<file path="config.mk">
export PLATFORM = sky130hd
export DESIGN_NAME = pat_busy_sched
export DESIGN_NICKNAME = d
export VERILOG_FILES = /design/src/rtl/pat_busy_sched.sv
export SDC_FILE = /design/constraint.sdc
export NUM_CORES = 1
export LEC_CHECK = 0
export CAP_MARGIN = 40
export CORE_ASPECT_RATIO = 0.75
export CORE_UTILIZATION = 51
export DETAILED_ROUTE_END_ITERATION = 10
export GPL_TIMING_DRIVEN = 0
export HOLD_SLACK_MARGIN = 0.06
export PLACE_DENSITY = 0.72
export RECOVER_POWER = 25
export SETUP_SLACK_MARGIN = 0.5
export SYNTH_ARGS = -nofsm -noshare
export SYNTH_HDL_FRONTEND = slang
export SYNTH_SLANG_ARGS = --single-unit
</file>
<file path="constraint.sdc">
create_clock -name clock -period 6.5 [get_ports clock]
set_input_delay 0.975 -clock clock [delete_from_list [all_inputs] [get_ports clock]]
set_output_delay 0.975 -clock clock [all_outputs]
set_load 0.005 [all_outputs]
</file>
<file path="src/rtl/pat_busy_sched.sv">
// -----------------------------------------------------------------------------
// pat_busy_sched
//
// Pattern busy scheduler. Picks up the best pattern reported by a 1-of-N
// sorter. If the pattern passes the hit threshold and is not busy, the
// scheduler accepts it. Each accept issues a one-clock trigger. It also marks a
// window of keys around the accepted key as busy for HOLD clocks, so the sorter
// skips that window on later picks.
//
// Optional feature (compile-time macro PAT_BSY_EXT_MASK_EN):
//   Adds input bsy_ext, a static dead-key mask ORed into bsy. This mask never
//   touches the hold counters.
//
// Ports
//   clock      : sole clock
//   reset_n    : synchronous, active-low reset
//   run        : enables acceptance of new patterns
//   hit_thresh : minimum hit count (best_pat[6:4]) for acceptance
//   best_pat   : best pattern from sorter {hits[2:0], id[3:0]}
//   best_key   : key number of best_pat
//   best_bsy   : sorter winner is already busy
//   bsy_ext    : (PAT_BSY_EXT_MASK_EN only) static per-key dead mask
//   bsy        : per-key busy mask back to the sorter
//   trig       : one-clock accept pulse
//   trig_key   : key of the most recent accept
//   trig_pat   : pattern of the most recent accept
//   trig_cnt   : saturating count of accepts
// -----------------------------------------------------------------------------
module pat_busy_sched #(
    parameter int MXKEY  = 32,
    parameter int MXKEYB = 5,
    parameter int MXPATB = 7,
    parameter int SPREAD = 2,
    parameter int HOLD   = 8
) (
    input  logic              clock,
    input  logic              reset_n,
    input  logic              run,
    input  logic [2:0]        hit_thresh,
    input  logic [MXPATB-1:0] best_pat,
    input  logic [MXKEYB-1:0] best_key,
    input  logic              best_bsy,
`ifdef PAT_BSY_EXT_MASK_EN
    input  logic [MXKEY-1:0]  bsy_ext,
`endif
    output logic [MXKEY-1:0]  bsy,
    output logic              trig,
    output logic [MXKEYB-1:0] trig_key,
    output logic [MXPATB-1:0] trig_pat,
    output logic [15:0]       trig_cnt
);

    localparam logic [0:0] SEARCH = 1'b0;
    localparam logic [0:0] BLANK  = 1'b1;

    localparam logic [3:0] HOLD_V = 4'(HOLD);

    logic [0:0]       state;
    logic [3:0]       hold_cnt [MXKEY];
    logic [MXKEY-1:0] cnt_bsy;
    logic [MXKEY-1:0] load;
    logic [2:0]       best_hits;
    logic             accept;
    int               win_lo;
    int               win_hi;

    assign best_hits = best_pat[MXPATB-1 -: 3];

    // In BLANK, the sorter output still reflects the state before the last
    // accept, so it is ignored.
    assign accept = (state == SEARCH) && run && !best_bsy && (best_hits >= hit_thresh);

    // Load window is best_key +/- SPREAD. The loop bounds clip it at 0 and
    // MXKEY-1, so the window never wraps to the other end.
    // NOTE: every signal driven in always_comb gets a default first; a path that
    // leaves one unassigned would infer a latch.
    always_comb begin
        load   = '0;
        win_lo = int'(best_key) - SPREAD;
        win_hi = int'(best_key) + SPREAD;
        for (int k = 0; k < MXKEY; k++) begin
            load[k] = accept && (k >= win_lo) && (k <= win_hi);
        end
    end

    always_comb begin
        cnt_bsy = '0;
        for (int k = 0; k < MXKEY; k++) begin
            cnt_bsy[k] = (hold_cnt[k] != 4'd0);
        end
    end

`ifdef PAT_BSY_EXT_MASK_EN
    assign bsy = cnt_bsy | bsy_ext;
`else
    assign bsy = cnt_bsy;
`endif

    // NOTE: sequential state uses non-blocking assignments only, so every
    // register samples the pre-edge values of the others.
    always_ff @(posedge clock) begin
        if (!reset_n) begin
            state    <= SEARCH;
            trig     <= 1'b0;
            trig_key <= '0;
            trig_pat <= '0;
            trig_cnt <= '0;
            // NOTE: the hold counters are an array, but they are real state
            // that must be cleared mid-hold, so they are reset like any
            // other register.
            for (int k = 0; k < MXKEY; k++) begin
                hold_cnt[k] <= 4'd0;
            end
        end else begin
            case (state)
                SEARCH:  if (accept) state <= BLANK;
                BLANK:   state <= SEARCH;
                default: state <= SEARCH;
            endcase

            trig <= accept;
            if (accept) begin
                trig_key <= best_key;
                trig_pat <= best_pat;
                if (trig_cnt != 16'hFFFF) begin
                    trig_cnt <= trig_cnt + 16'd1;
                end
            end

            // A load takes priority over the decrement. It restarts a running
            // hold at HOLD and never adds to it.
            for (int k = 0; k < MXKEY; k++) begin
                if (load[k]) begin
                    hold_cnt[k] <= HOLD_V;
                end else if (hold_cnt[k] != 4'd0) begin
                    hold_cnt[k] <= hold_cnt[k] - 4'd1;
                end
            end
        end
    end

endmodule

</file>
==> run_results.csv, run 1 <==
group,metric,value,unit
run_status,status,"finished clean",
clock_network,cts_sinks,158,
pwr,cellPowerDensity,402.1,mW/mm^2
detailed_routing,drt-initial-drc-count,1033,
finish,diodes,0,
setup_path,crit_path_max_incr_delay,0.85,ns
placed_design,dpl.hpwl,18.80,mm
timing,worst_hold_slack,0.4609,ns
timing,grt_setup_unrepaired,"no",
clock_network,cts_buffers,17,
timing,finalHoldViolations,0,
clock_network,h-tree-depth,4,
synthesis,synthFlopType,"edfxtp_1",
synthesis,syn_inst,1082,
floorplanning,die_area,0.02051,sq mm
min_path,whs_path_depth,2,
clock_network,max-clock-path-buffers,2,
placed_design,post-place-ws,2.078,ns
timing,fmax,237.5,MHz
synthesis,synth_nets,1160,
setup_path,cpMaxStageDelayCell,"clkdlybuf4s50_1",
synthesis,synth_compound_area_share,13.14,%
floorplanning,die_x,165.0,um
floorplanning,core,0.01943,sq mm
floorplanning,die_h,124.3,um
placed_design,gp_congestion,1.027,
setup_path,crit_type,"in2reg",
synthesis,synth-async-reset-ratio,0,%
synthesis,synth_top_family_by_area,"simple AND/OR/NAND/NOR gates",
synthesis,ys_seq_elements,158,
pwr,power_leakage,4.696,nW
clock_network,cts_tree,"built",
finish,mostFrequentLayoutCell,"edfxtp_1",
finish,nFillCells,1720,
timing,setup_slack,2.290,ns
timing,tns,0,ns
clock_network,path_clk_slew,0.06,ns
finish,register_area,0.004444,sq mm
global_route,grt_pass1_vias,7829,
setup_path,cp_common_cell,"buf_2",
floorplanning,rows,44,
synthesis,yosys.area_share.simple,25.26,%
detailed_routing,vias,8583,
finish,nets,1255,
finish,multiInputGateArea,0.005114,sq mm
detailed_routing,wire_per_inst,17.75,um
finish,layout-drive-gt1-share,6.807,%
setup_path,crit_fanout,11,
detailed_routing,drc,0,
finish,syn_to_final_growth,15.92,%
setup_path,crit_buf_inv,4,
clock_network,cts-root-buf,"clkbuf_16",
placed_design,numPortBuffers,76,
detailed_routing,postRouteAntennaNets,0,
setup_path,crit_family,"buffers and inverters",
run,maxCapViolCount,0,
synthesis,syn_area_per_cell,9.398,sq um
clock_network,cts_setup_buffers,0,
timing,finalSetupViolCount,0,
global_route,antenna_found_initial,0,
synthesis,netlist_area,0.01017,sq mm
timing,relSlewSlack,40.72,%
floorplanning,io_pins,80,
clock_network,clk_latency,0.43,ns
global_route,grt_util_all_layers,25.48,%
timing,tightestPinTransition,0.8800,ns
clock_network,cts_hold_buf,0,
timing,finalCritPeriodShare,64.77,%
setup_path,crit_path_start_kind,"input pin",
setup_path,reg2regPathDepth,5,
timing,min_period,4.210,ns
setup_path,arrival,4.33,ns
setup_path,cp.depth,9,
synthesis,ys_warn_count,0,
synthesis,synthDistinctLibCells,88,
detailed_routing,viasPerCell,5.948,
global_route,grt_max_degree,17,
synthesis,synth_edf_count,128,
synthesis,synth_xor_area_share,3.962,%
timing,final_max_slew_viol_count,0,
synthesis,synth_fa_ha_area_share,7.370,%
pwr,ir_drop,0.2162,mV
timing,fin_skew,0.007854,ns
setup_path,crit_path_cell_trace,"clkdlybuf4s50_1 > inv_1 > ha_1 > buf_2 > buf_2 > o31ai_1 > a211oi_1 > o221ai_1 > nand4_1",
setup_path,end_kind,"register",
clock_network,cts_resized,0,
finish,mostFrequentLayoutCells,"edfxtp_1 (128), nor2_1 (121), inv_1 (88), nand2_1 (88), nor3_1 (68)",
min_path,hold_class,"reg2reg",
setup_path,crit_required,6.62,ns
detailed_routing,firstDrtPassIters,6,
synthesis,seq_area_frac_synth,43.71,%
synthesis,muxShareOfSynthArea,0.6398,%
global_route,grt_pass1_wl,40.48,mm
detailed_routing,drt_wl_total,25.61,mm
floorplanning,start_util,52.32,%
global_route,overflow,0,
-- worst register-to-register path, stage by stage (launching register included) --
cell and delay, ns:
dfxtp_1 0.31, nor3b_2 0.46, nand2_1 0.35, clkbuf_1 0.43
nor3_2 0.54, nand3b_1 0.28
-- registers in the layout (all words and copies together) (netlist names) --
name and flops:
state 1, trig_key 5, trig_pat 7, trig 1
trig_cnt 16, hold_cnt 128
-- synth_stat cells, types with 13 or more instances --
cell type	n	area [sq um]
nor3b_1	14	105.1
o21a_1	14	105.1
nand3_1	42	210.2
nand2b_1	13	81.33
nor4b_1	19	166.4
nor2_1	121	454.2
and2_1	16	100.1
xor2_1	19	166.4
nand2_1	88	330.3
a21oi_1	44	220.2
nand3b_1	16	120.1
xnor2_1	27	236.5
ha_1	59	738.2
o21ai_0	23	115.1
buf_2	13	65.06
edfxtp_1	128	3844
clkbuf_1	20	75.07
a21boi_0	24	180.2
nor3_1	67	335.3
or3_1	21	131.4
nand4_1	18	112.6
dfxtp_1	30	600.6
inv_1	88	330.3
-- final cells by class --
class / instances / share of cell area, %
multi-input cells: 788 / 43.38
repair buffers: 76 / 6.454
well taps: 253 / 2.685
clock buffers: 22 / 3.938
inverters: 91 / 2.898
clock inverters: 10 / 0.7536
flip-flops and latches: 158 / 37.70
plain buffers: 45 / 2.187
-- per-stage QoR --
| stage | utilization, % | cell area [sq um] | total power [W] | cells |
|---|---|---|---|---|
| 6_report | 60.66 | 11790 | 0.004740 | 1443 |
| 5_1_grt | 60.66 | 11790 | 0.005097 | 1443 |
| 4_1_cts | 60.71 | 11800 | 0.004808 | 1443 |
| 3_5_place_dp | 57.87 | 11250 | 0.003829 | 1411 |
| 3_3_place_gp | 57.87 | 11250 | 0.003756 | 1411 |
| 2_1_floorplan | - | 10170 | 0.003187 | 1082 |
-- path summary, 6_finish.rpt --
check	startpoint	to	slack, ns
max	best_key[2]	hold_cnt[1][7]	2.29
min	trig_key[2]	trig_key[2]	0.46
max reg2reg	state	hold_cnt[1][54]	3.84
min reg2reg	trig_key[2]	trig_key[2]	0.46
-- layer usage --
| layer | wire length [um] | vias to the layer above | track usage, % |
|---|---|---|---|
| li1 | - | 4075 | - |
| met1 | 11890 | 4031 | 37.25 |
| met2 | 10620 | 430 | 36.23 |
| met3 | 2685 | 47 | 7.792 |
| met4 | 416 | 0 | 6.692 |
| met5 | 0 | - | 0 |
-- power breakdown --
group          switching (W)  internal, W
logic                0.00105     0.000877
registers           0.000241      0.00162
clock network       0.000413     0.000545
-- cells by family (layout without fill, tap and decap cells) --
kind of cell | after synthesis | count (layout)
and+or+nand+nor | 488 | 488
adders and majority gates | 60 | 60
AOI/OAI and AO/OA | 188 | 188
buffers and inverters | 136 | 244
xor gates and xnor gates | 46 | 46
DFF | 158 | 158
muxes | 6 | 6
Note: power is estimated with default switching activity, not from simulation.
==> run 2, diff against run 1 <==
--- a/config.mk
+++ b/config.mk
@@ -11,7 +11,7 @@
 export DETAILED_ROUTE_END_ITERATION = 10
 export GPL_TIMING_DRIVEN = 0
 export HOLD_SLACK_MARGIN = 0.06
-export PLACE_DENSITY = 0.72
+export PLACE_DENSITY = 0.75
 export RECOVER_POWER = 25
 export SETUP_SLACK_MARGIN = 0.5
 export SYNTH_ARGS = -nofsm -noshare
==> constraint.sdc (replaced) <==
create_clock -name clock -period 3.6 [get_ports clock]
set_input_delay 0.54 -clock clock [delete_from_list [all_inputs] [get_ports clock]]
set_output_delay 0.54 -clock clock [all_outputs]
set_load 0.005 [all_outputs]
==> run_results.csv, run 2 (same netlist as run 1, synthesis figures left out) <==
group,metric,value,unit
timing,setup_slack,0.4204,ns
floorplanning,die_h,124.3,um
pwr,switchingPower,0.003143,W
clock_network,cts_buffers,17,
timing,grt_setup_unrepaired,"no",
detailed_routing,drt-initial-drc-count,1039,
timing,finalHoldViolations,0,
timing,finalCritPeriodShare,88.32,%
pwr,p_clk_share,21.2,%
min_path,hold_class,"reg2reg",
timing,fmax,314.5,MHz
floorplanning,die_x,165.0,um
detailed_routing,drt_wl_total,25.75,mm
setup_path,crit_type,"in2reg",
global_route,grt_util_all_layers,25.73,%
setup_path,crit_family,"compound AO/OA/AOI/OAI gates",
setup_path,crit_required,3.72,ns
floorplanning,start_util,52.32,%
clock_network,h-tree-depth,4,
global_route,antenna_found_initial,0,
finish,mostFrequentLayoutCells,"edfxtp_1 (128), nor2_1 (121), nand2_1 (88)",
clock_network,clk_latency,0.44,ns
pwr,ir_drop,0.4425,mV
finish,multiInputGateArea,0.005127,sq mm
run_status,status,"finished clean",
clock_network,max-clock-path-buffers,2,
placed_design,post-place-ws,-0.4211,ns
global_route,grt_max_degree,17,
placed_design,numPortBuffers,76,
finish,nFillCells,1630,
clock_network,cts_tree,"built",
setup_path,cp_common_cell,"nand2_1",
clock_network,cts-root-buf,"clkbuf_16",
finish,top_register,"hold_cnt",
timing,fin_skew,0.007972,ns
timing,tightestPinTransition,1.058,ns
setup_path,cpMaxStageDelayCell,"a311oi_1",
setup_path,arrival,3.30,ns
finish,diodes,0,
timing,worst_hold_slack,0.4605,ns
pwr,power,0.008728,W
setup_path,crit_path_start_kind,"input pin",
floorplanning,die_area,0.02051,sq mm
detailed_routing,vias,8584,
finish,largest_register_ffs,128,
floorplanning,io_pins,80,
detailed_routing,postRouteAntennaNets,0,
finish,layout-drive-gt1-share,7.809,%
timing,tns,0,ns
finish,nets,1256,
pwr,p_seq_share,38.5,%
timing,final_max_slew_viol_count,0,
pwr,power_leakage,4.758,nW
floorplanning,rows,44,
detailed_routing,wire_per_inst,17.83,um
detailed_routing,drc,0,
pwr,combPwrFrac,40.4,%
placed_design,gp_congestion,1.018,
setup_path,end_kind,"register",
placed_design,dpl.hpwl,18.80,mm
setup_path,crit_path_max_incr_delay,0.88,ns
global_route,grt_pass1_vias,7910,
setup_path,crit_buf_inv,2,
timing,finalSetupViolCount,0,
finish,mostFrequentLayoutCell,"edfxtp_1",
finish,register_area,0.004444,sq mm
setup_path,critPathLaunch,"hit_thresh[2]",
run,maxCapViolCount,0,
pwr,p_int,0.005585,W
timing,min_period,3.180,ns
detailed_routing,firstDrtPassIters,5,
pwr,cellPowerDensity,736.1,mW/mm^2
setup_path,r2r_start,"state",
setup_path,crit_path_cell_trace,"dlygate4sd3_1 > inv_1 > ha_1 > nand2_1 > o21ai_2 > nand2_1 > a311oi_1 > or3b_1",
min_path,hp-start,"trig_pat[2]",
timing,relSlewSlack,28.97,%
floorplanning,core,0.01943,sq mm
finish,syn_to_final_growth,16.60,%
clock_network,path_clk_slew,0.07,ns
global_route,overflow,0,
pwr,p_sw_share,36.01,%
setup_path,crit_fanout,8,
finish,largest_registers,"hold_cnt x128, trig_cnt x16, trig_pat x7",
global_route,grt_pass1_wl,40.74,mm
clock_network,cts_sinks,158,
detailed_routing,viasPerCell,5.945,
-- run 2: timing repair --
item	4_1_cts	5_1_grt
resized for setup	6	10
buffers inserted	0	1
hold buffers	0	0
cloned	0	0
endpoints found under the setup margin	185	39
-- run 2: final timing paths --
| kind | end | slack, ns | depth (start not counted) |
|---|---|---|---|
| worst max-delay path | hold_cnt[0][20] | 0.42 | 8 |
| worst max register to register | hold_cnt[0][20] | 1.02 | 4 |
| worst min-delay path | trig_pat[2] | 0.46 | 2 |
| worst min register to register | trig_pat[2] | 0.46 | 2 |
-- run 2: stage by stage --
stage | area (sq um) | utilization (%) | instances
after floorplan | 10170 | - | 1082
after global placement | 11250 | 57.87 | 1411
after detailed placement | 11250 | 57.87 | 1411
after CTS | 11850 | 60.98 | 1443
after global routing | 11860 | 61.01 | 1444
final | 11860 | 61.01 | 1444
-- run 2: routing by layer --
metal	part of all wire (%)	GRT usage, %	up-vias
li1	-	-	4077
met4	2.0	6.314	0
met3	11	8.891	48
met2	42	36.94	397
met1	45	36.84	4062
met5	0	0	-
-- run 2: power groups by stage --
stage / registers, W / logic, W / clock network, W
6_report: 0.00336 / 0.00352 / 0.00185
4_1_cts: 0.00335 / 0.00357 / 0.00186
3_5_place_dp: 0.00339 / 0.00352 / 0
5_1_grt: 0.00345 / 0.00397 / 0.00194
2_1_floorplan: 0.00327 / 0.00248 / 0
3_3_place_gp: 0.00336 / 0.00342 / 0
-- run 2: tightest hold or removal path, cell delays in order (launching register included) --
cell and delay [ns]:
dfxtp_1 0.31, nand2_1 0.04, a21boi_0 0.06
-- run 2: cell type report --
cell class,instances,share of cell area [%]
buffer,45,2.227
clock buffer,20,4.031
clock inverter,12,1.024
inverter,91,2.923
multi-input combinational,788,43.25
sequential,158,37.48
tap,253,2.670
timing repair buffer,77,6.395
==> run 3, diff against run 2 <==
--- a/config.mk
+++ b/config.mk
@@ -11,6 +11,7 @@
 export DETAILED_ROUTE_END_ITERATION = 10
 export GPL_TIMING_DRIVEN = 0
 export HOLD_SLACK_MARGIN = 0.06
+export MAX_ROUTING_LAYER = met4
 export PLACE_DENSITY = 0.75
 export RECOVER_POWER = 25
 export SETUP_SLACK_MARGIN = 0.5
==> run_results.csv, run 3 (same netlist as run 1, synthesis figures left out) <==
group,metric,value,unit
run_status,status,"finished clean",
finish,nets,1255,
global_route,antenna_found_initial,0,
pwr,switchingPower,0.003160,W
placed_design,gp_congestion,1.014,
pwr,p_sw_share,36.00,%
clock_network,cts_setup_buffers,0,
detailed_routing,met3_length,2.751,mm
finish,top_register,"hold_cnt",
pwr,power,0.008779,W
clock_network,cts-root-buf,"clkbuf_16",
clock_network,clk_latency,0.44,ns
finish,layout.cells.non_filler,1443,
finish,syn_to_final_growth,16.55,%
setup_path,end_kind,"register",
detailed_routing,viasPerCell,5.966,
finish,diodes,0,
setup_path,crit_required,3.72,ns
timing,relSlewSlack,44.76,%
clock_network,cts_tree,"built",
timing,min_period,3.210,ns
timing,fmax,311.5,MHz
floorplanning,die_x,165.0,um
clock_network,path_clk_slew,0.07,ns
floorplanning,core,0.01943,sq mm
detailed_routing,drc,0,
min_path,hold_class,"reg2reg",
setup_path,crit_path_start_kind,"input pin",
timing,finalCritPeriodShare,89.16,%
pwr,power_leakage,4.743,nW
floorplanning,die_h,124.3,um
pwr,ir_drop,0.4362,mV
global_route,grt_util_all_layers,27.31,%
finish,mostFrequentLayoutCell,"edfxtp_1",
floorplanning,rows,44,
placed_design,dpl.hpwl,19.60,mm
setup_path,arrival,3.33,ns
timing,grt_setup_unrepaired,"no",
detailed_routing,met2_length,11.66,mm
global_route,grt_max_degree,17,
pwr,p_int,0.005619,W
finish,fin_util,60.98,%
clock_network,h-tree-depth,4,
detailed_routing,drt_wl_total,26.61,mm
pwr,cellPowerDensity,740.8,mW/mm^2
setup_path,crit_path_max_incr_delay,0.52,ns
global_route,overflow,0,
setup_path,crit_type,"in2reg",
clock_network,cts_hold_buf,0,
floorplanning,die_area,0.02051,sq mm
clock_network,max-clock-path-buffers,2,
timing,finalSetupViolCount,0,
floorplanning,io_pins,80,
run,maxCapViolCount,0,
pwr,combPwrFrac,40.3,%
placed_design,numPortBuffers,76,
global_route,grt_pass1_vias,8069,
finish,largest_register_ffs,128,
global_route,grt_pass1_wl,42.05,mm
pwr,p_seq_share,38.3,%
detailed_routing,top_layer_used,"met4",
finish,mostFrequentLayoutCells,"edfxtp_1 (128), nor2_1 (121), inv_1 (88), nand2_1 (88), nor3_1 (67)",
timing,fin_skew,0.009347,ns
finish,layout-drive-gt1-share,7.311,%
detailed_routing,firstDrtPassIters,5,
detailed_routing,postRouteAntennaNets,0,
finish,largest_registers,"hold_cnt x128, trig_cnt x16, trig_pat x7",
pwr,p_clk_share,21.4,%
detailed_routing,wire_per_inst,18.44,um
setup_path,crit_path_cell_trace,"dlygate4sd3_1 > inv_1 > ha_1 > nand2_1 > o21ai_4 > and2_0 > clkbuf_1 > clkbuf_1 > o221ai_1 > nand4_1",
detailed_routing,met1_length,11.88,mm
detailed_routing,vias,8609,
detailed_routing,drt-initial-drc-count,962,
timing,tightestPinTransition,0.8230,ns
setup_path,cpMaxStageDelayCell,"dlygate4sd3_1",
setup_path,cp_common_cell,"clkbuf_1",
clock_network,cts_buffers,17,
timing,worst_hold_slack,0.4617,ns
placed_design,place_inst,1411,
timing,final_max_slew_viol_count,0,
floorplanning,start_util,52.32,%
setup_path,crit_fanout,10,
timing,finalHoldViolations,0,
clock_network,cts_sinks,158,
[run 3: worst paths after layout]
kind,from,endpoint,slack (ns),cells after the start
worst max register to register,state,hold_cnt[1][6],0.91,6
worst max-delay path,hit_thresh[2],hold_cnt[1][6],0.39,10
worst min-delay path,trig_pat[5],trig_pat[5],0.46,2
worst min register to register,trig_pat[5],trig_pat[5],0.46,2
[run 3: routing by layer]
layer,track usage [%],vias to the layer above
li1,-,4064
met5,-,-
met2,39.82,410
met3,7.459,34
met4,6.584,0
met1,37.55,4101
[run 3: worst max-delay path, delay by kind of cell]
| family | cells | cell delay (ns) |
|---|---|---|
| AO/OA/AOI/OAI | 2 | 0.59 |
| AND/OR/NAND/NOR | 3 | 0.57 |
| buffers and inverters | 4 | 1.33 |
| adder cells (fa/ha/maj) | 1 | 0.29 |
[run 3: final cells by class]
cell class	count	area, sq um
clock buffers	20	456.7
flip-flops and latches	158	4444
well taps	253	316.6
clock inverters	12	148.9
plain buffers	45	262.8
repair buffers	76	753.2
inverters	91	345.3
fillers	1674	7582
multi-input cells	788	5124
[run 3: power by group through the flow]
stage | sequential (W) | clock, W | combinational [W]
CTS | 0.00336 | 0.00191 | 0.00359
floorplan | 0.00327 | 0 | 0.00248
finish | 0.00336 | 0.00188 | 0.00353
global route | 0.00346 | 0.00198 | 0.00400
detailed placement | 0.00340 | 0 | 0.00355
global placement | 0.00336 | 0 | 0.00342
[run 3: metrics by stage]
step | TNS, ns | area, sq um | setup WS [ns]
finish | 0 | 11850 | 0.3901
global route | 0 | 11850 | 0.2833
CTS | 0 | 11850 | 0.5338
floorplan | 0 | 10170 | 1.079
global placement | -52.93 | 11250 | -0.5813
detailed placement | -47.08 | 11250 | -0.5388
[run 3: repair_timing]
action	4_1_cts	5_1_grt
setup endpoints to repair	204	64
gates cloned	0	0
pin swaps	0	1
resized for setup	6	9
